===== src/rtl/det4_sequencer.sv =====
// Exact 4x4 signed 8-bit determinant computed over 31 cycles with one 17x17 multiplier
// and one accumulator; 2x2 minors of the upper and lower row pairs are combined (Laplace).
module det4_sequencer #(
  parameter int ACC_W = 40
) (
  input  logic         clk,
  input  logic         rst,
  input  logic         start,
  input  logic [127:0] matrix,
  output logic         busy,
  output logic         done,
  output logic [7:0]   det,
  output logic         overflow
);

  localparam logic [1:0] IDLE    = 2'd0;
  localparam logic [1:0] MINOR   = 2'd1;
  localparam logic [1:0] COMBINE = 2'd2;
  localparam logic [1:0] FINISH  = 2'd3;

  logic [1:0]              state;
  logic [4:0]              step;
  logic [127:0]            mat;
  logic signed [ACC_W-1:0] acc;

  logic signed [7:0]  el [16];
  logic signed [16:0] minors [12];

  genvar gi;
  generate
    for (gi = 0; gi < 16; gi++) begin : g_el
      assign el[gi] = mat[127-8*gi -: 8];
    end
  endgenerate

  logic [3:0]              midx;
  logic                    lower;
  logic [2:0]              pair;
  logic [1:0]              cx, cy, col_a, col_b;
  logic [3:0]              idx_a, idx_b, cidx;
  logic signed [16:0]      op_a, op_b;
  logic signed [33:0]      prod;
  logic signed [ACC_W-1:0] prod_ext;
  logic signed [16:0]      minor_val;
  logic                    sub;

  assign midx  = step[4:1];
  assign lower = (midx >= 4'd6);
  assign cidx  = 4'd11 - {1'b0, step[2:0]};

  always_comb begin
    pair = lower ? 3'(midx - 4'd6) : midx[2:0];
    case (pair)
      3'd0:    begin cx = 2'd0; cy = 2'd1; end
      3'd1:    begin cx = 2'd0; cy = 2'd2; end
      3'd2:    begin cx = 2'd0; cy = 2'd3; end
      3'd3:    begin cx = 2'd1; cy = 2'd2; end
      3'd4:    begin cx = 2'd1; cy = 2'd3; end
      default: begin cx = 2'd2; cy = 2'd3; end
    endcase
    // Even step forms top[x]*bot[y], odd step forms top[y]*bot[x]
    col_a = step[0] ? cy : cx;
    col_b = step[0] ? cx : cy;
    idx_a = (lower ? 4'd8 : 4'd0) + {2'b00, col_a};
    idx_b = (lower ? 4'd12 : 4'd4) + {2'b00, col_b};
    if (state == COMBINE) begin
      op_a = minors[step[2:0]];
      op_b = minors[cidx];
    end else begin
      op_a = {{9{el[idx_a][7]}}, el[idx_a]};
      op_b = {{9{el[idx_b][7]}}, el[idx_b]};
    end
  end

  assign prod      = op_a * op_b;
  assign prod_ext  = {{(ACC_W-34){prod[33]}}, prod};
  // The true minor always fits 17 bits, so modulo-2^17 subtraction is exact
  assign minor_val = acc[16:0] - prod[16:0];
  assign sub       = (step[2:0] == 3'd1) || (step[2:0] == 3'd4);

  always_ff @(posedge clk) begin
    if (state == MINOR && step[0])
      minors[midx] <= minor_val;
  end

  always_ff @(posedge clk or posedge rst) begin
    if (rst) begin
      state    <= IDLE;
      step     <= '0;
      acc      <= '0;
      mat      <= '0;
      busy     <= 1'b0;
      done     <= 1'b0;
      det      <= 8'h00;
      overflow <= 1'b0;
    end else begin
      done <= 1'b0;
      case (state)
        IDLE: begin
          if (start) begin
            mat   <= matrix;
            step  <= '0;
            acc   <= '0;
            busy  <= 1'b1;
            state <= MINOR;
          end
        end
        MINOR: begin
          if (!step[0])
            acc <= prod_ext;
          if (step == 5'd23) begin
            step  <= '0;
            state <= COMBINE;
          end else begin
            step <= step + 5'd1;
          end
        end
        COMBINE: begin
          if (step == 5'd0)
            acc <= prod_ext;
          else if (sub)
            acc <= acc - prod_ext;
          else
            acc <= acc + prod_ext;
          if (step == 5'd5) begin
            step  <= '0;
            state <= FINISH;
          end else begin
            step <= step + 5'd1;
          end
        end
        default: begin
          det      <= acc[7:0];
          overflow <= !((&acc[ACC_W-1:7]) || !(|acc[ACC_W-1:7]));
          done     <= 1'b1;
          busy     <= 1'b0;
          state    <= IDLE;
        end
      endcase
    end
  end

endmodule


===== config.mk =====
export PLATFORM = sky130hd
export DESIGN_NAME = det4_sequencer
export DESIGN_NICKNAME = d
export VERILOG_FILES = /design/src/rtl/det4_sequencer.sv
export SDC_FILE = /design/constraint.sdc
export NUM_CORES = 2
export LEC_CHECK = 0
export BUFFER_PORTS_ARGS = -buffer_cell sky130_fd_sc_hd__buf_2
export CAP_MARGIN = 0
export CORE_MARGIN = 4
export CORE_UTILIZATION = 55
export CTS_BUF_LIST = sky130_fd_sc_hd__clkbuf_4
export DETAILED_ROUTE_END_ITERATION = 8
export PLACE_DENSITY = 0.79
export SETUP_SLACK_MARGIN = 0.4
export SYNTH_ARGS = -nofsm -noshare
export SYNTH_HDL_FRONTEND = slang
export SYNTH_SLANG_ARGS = --single-unit

===== constraint.sdc =====
create_clock -name clk -period 11.61 [get_ports clk]
set_input_delay 1.161 -clock clk [delete_from_list [all_inputs] [get_ports clk]]
set_output_delay 1.161 -clock clk [all_outputs]
set_load 0.005 [all_outputs]

==> results.yml <==
outcome:
  status: "complete, no violations"
sta:
  rsz0062_at_grt: "true"
  worst_pin_slew_ps: 1290
  period_share: 0.959
  maxSlewViolCount: 0
  fin_worst_skew_ps: 101
  min_period_ps: 11140
  setup_violations: 0
  worst_slew_margin_rel: 0.136
  hold_violations: 0
  timing.fmax_mhz: 89.8
  tns_ps: 0
cts:
  h-tree-depth: 3
  cts-root-buf: "clkbuf_4"
  hold_buffers: 0
  cts_tree: "done"
  cts.clk_slew.worst_paths_ps: 60
  numCtsBuffers: 99
  cts.path.max_buffers: 3
  numClockSinks: 390
  clk_latency_ps: 900
floorplanning:
  dieArea_mm2: 0.0617
  die-height_um: 248
  core_mm2: 0.0568
  die_w_um: 248
  fp-row-count: 87
  num_io_pins: 142
  start_util: 0.559
critical_path:
  cp.arrival_ps: 11850
  path_delay_family: "adder cells"
  r2r_slack_ps: 470
  crit_path_end_kind: "flop"
  crit_type: "flop to flop"
  reg2reg_depth: 47
  crit_path_max_fanout: 8
  crit_top_cell: "fa_1"
  required_ps: 12330
  reg2reg_to: "acc[39]"
  cpMaxStageDelayCell: "fa_1"
  max_stage_delay_ps: 570
  cp-start-kind: "flop"
  r2r_start: "step[2]"
  critPathBufInv: 9
synthesis:
  synthSimpleGateAreaFrac: 0.120
  yosysTopAreaCell: "edfxtp_1"
  postSynthCellCount: 2992
  synth_mux_area_frac: 0.106
  synth_cell_types: 86
  avgSynthCellArea_um2: 10.6
  yosysMostFrequentCell: "inv_1"
  synth_ff_type: "edfxtp_1"
  synth_top_family_by_area: "adder cells"
  yosys.area_share.adder: 0.247
  netlist.area_leader.share: 0.193
  synth_common_cells: "inv_1, nand2_1, fa_1"
  syn_nets: 3571
  synthXorXnorAreaFrac: 0.0312
  async_flop_share: 0.477
  ys_seq_area_frac: 0.339
  syn_area_mm2: 0.0318
  synth_compound_area_frac: 0.0973
  ys_seq_elements: 390
  ys_top_cells_by_area: "edfxtp_1, fa_1, dfrtp_1"
  synth-warning-count: 0
  synth_edf_count: 204
finish:
  final_core_util: 0.661
  syn2layout_area_growth_pct: 18.2
  nFillCells: 4240
  drive_gt1_frac: 0.291
  nNetsFinal: 3942
  fin_area_mm2: 0.0375
  multiInputGateArea_mm2: 0.0203
  seq_area_mm2: 0.0108
global_route:
  grt_usage: 0.315
  grt_max_degree: 123
  grt_pass1_wl_um: 149000
  grt_pass1_vias: 26300
  antenna_found_initial: 4
  grt_overflow: 0
detailed_routing:
  routed_wl_um: 97300
  ant_nets: 0
  drt_iter0_markers: 2889
  via_count: 25600
  drc_errors: 0
  viasPerCell: 6.09
  firstDrtPassIters: 6
  wl_per_cell_um: 23.2
place:
  hpwlAfterDp_um: 72800
  io_buffers: 141
  place_area_mm2: 0.0346
  gp_congestion: 1.06
flow_run:
  maxCapViolations: 0
min_path:
  hold_path_class: "input port to asynchronous set/reset pin"
metrics by stage:
step,setup slack [ps],hold slack (ps),std cells
after floorplan,438,474,2992
after global placement,51.0,488,3949
after detailed placement,1.98,493,3949
after CTS,405,423,4133
after global routing,106,435,4198
final,475,492,4198
how the worst max path moves through the flow:
stage	from	end	slack [ps]	depth (start not counted)
after floorplan	step[2]	acc[36]	440	51
after global placement	step[3]	acc[36]	50	46
after detailed placement	step[2]	acc[36]	2	47
after CTS	step[2]	acc[35]	400	46
after global routing	step[3]	acc[39]	110	47
final	step[2]	acc[39]	470	47
cells in the final DEF, fill, tap and decap left out, drive strengths merged, types with 16 or more instances in the layout:
master | Yosys | final
buf | 40 | 402
inv | 346 | 350
nand2 | 321 | 321
fa | 299 | 299
nor2 | 283 | 283
edfxtp | 204 | 204
dfrtp | 186 | 186
ha | 149 | 149
mux2 | 142 | 142
clkbuf | 98 | 142
o21ai | 110 | 110
a21oi | 101 | 101
xnor2 | 87 | 87
nand3 | 77 | 77
mux4 | 70 | 70
a21o | 35 | 35
clkinv | 1 | 35
or2 | 28 | 29
a31oi | 27 | 27
xor2 | 26 | 26
nand2b | 23 | 23
nor2b | 21 | 21
o21a | 21 | 21
nor3 | 21 | 21
and3 | 20 | 20
a31o | 19 | 20
nand4 | 18 | 18
mux2i | 18 | 18
a311oi | 18 | 18
a22oi | 16 | 16
routing by layer:
metal  part of all wire  track usage  vias to the layer above
li1                   -            -                    11100
met1               0.39        0.417                    12800
met2               0.47        0.510                     1402
met3               0.10       0.0820                      261
met4              0.038        0.110                        0
met5                  0            0                        -
final cells by class:
| cell class | instances | area share |
|---|---|---|
| multi-input cells | 2119 | 0.540 |
| flip-flops and latches | 390 | 0.287 |
| repair buffers | 406 | 0.0796 |
| inverters | 347 | 0.0349 |
| clock buffers | 138 | 0.0276 |
| well taps | 756 | 0.0252 |
| clock inverters | 38 | 0.00537 |
| diodes | 4 | 0.000267 |
state kept, by name (all words and copies together), names as in the netlist:
name and cells:
minors 204, el 128, acc 40, det 8, step 5, state 2
busy 1, done 1, overflow 1
cell families (layout without fill, tap and decap cells):
group | after synthesis | after routing
AO/OA/AOI/OAI | 463 | 464
AND/OR/NAND/NOR | 863 | 864
XOR/XNOR | 113 | 113
multiplexers | 230 | 230
flip-flops | 390 | 390
buffers and inverters | 485 | 929
other | 0 | 4
adder cells (fa/ha/maj) | 448 | 448
worst reg2reg max path, delay by kind of cell (launching register included):
family	cells	cell delay (ps)
muxes	1	560
AOI/OAI and AO/OA	12	2270
adders and majority gates	9	3920
buffers and inverters	9	980
DFF	1	390
xor gates and xnor gates	3	560
and+or+nand+nor	13	2300
what timing repair did:
item	in CTS	in global routing
pin swaps	8	72
setup endpoints to repair	8	13
setup buffers	7	57
resized for setup	36	208
gates cloned	1	4
Power is left out: the tool's default activity adds up to more than one toggle a clock period on the data nets, which glitch-free logic cannot reach.
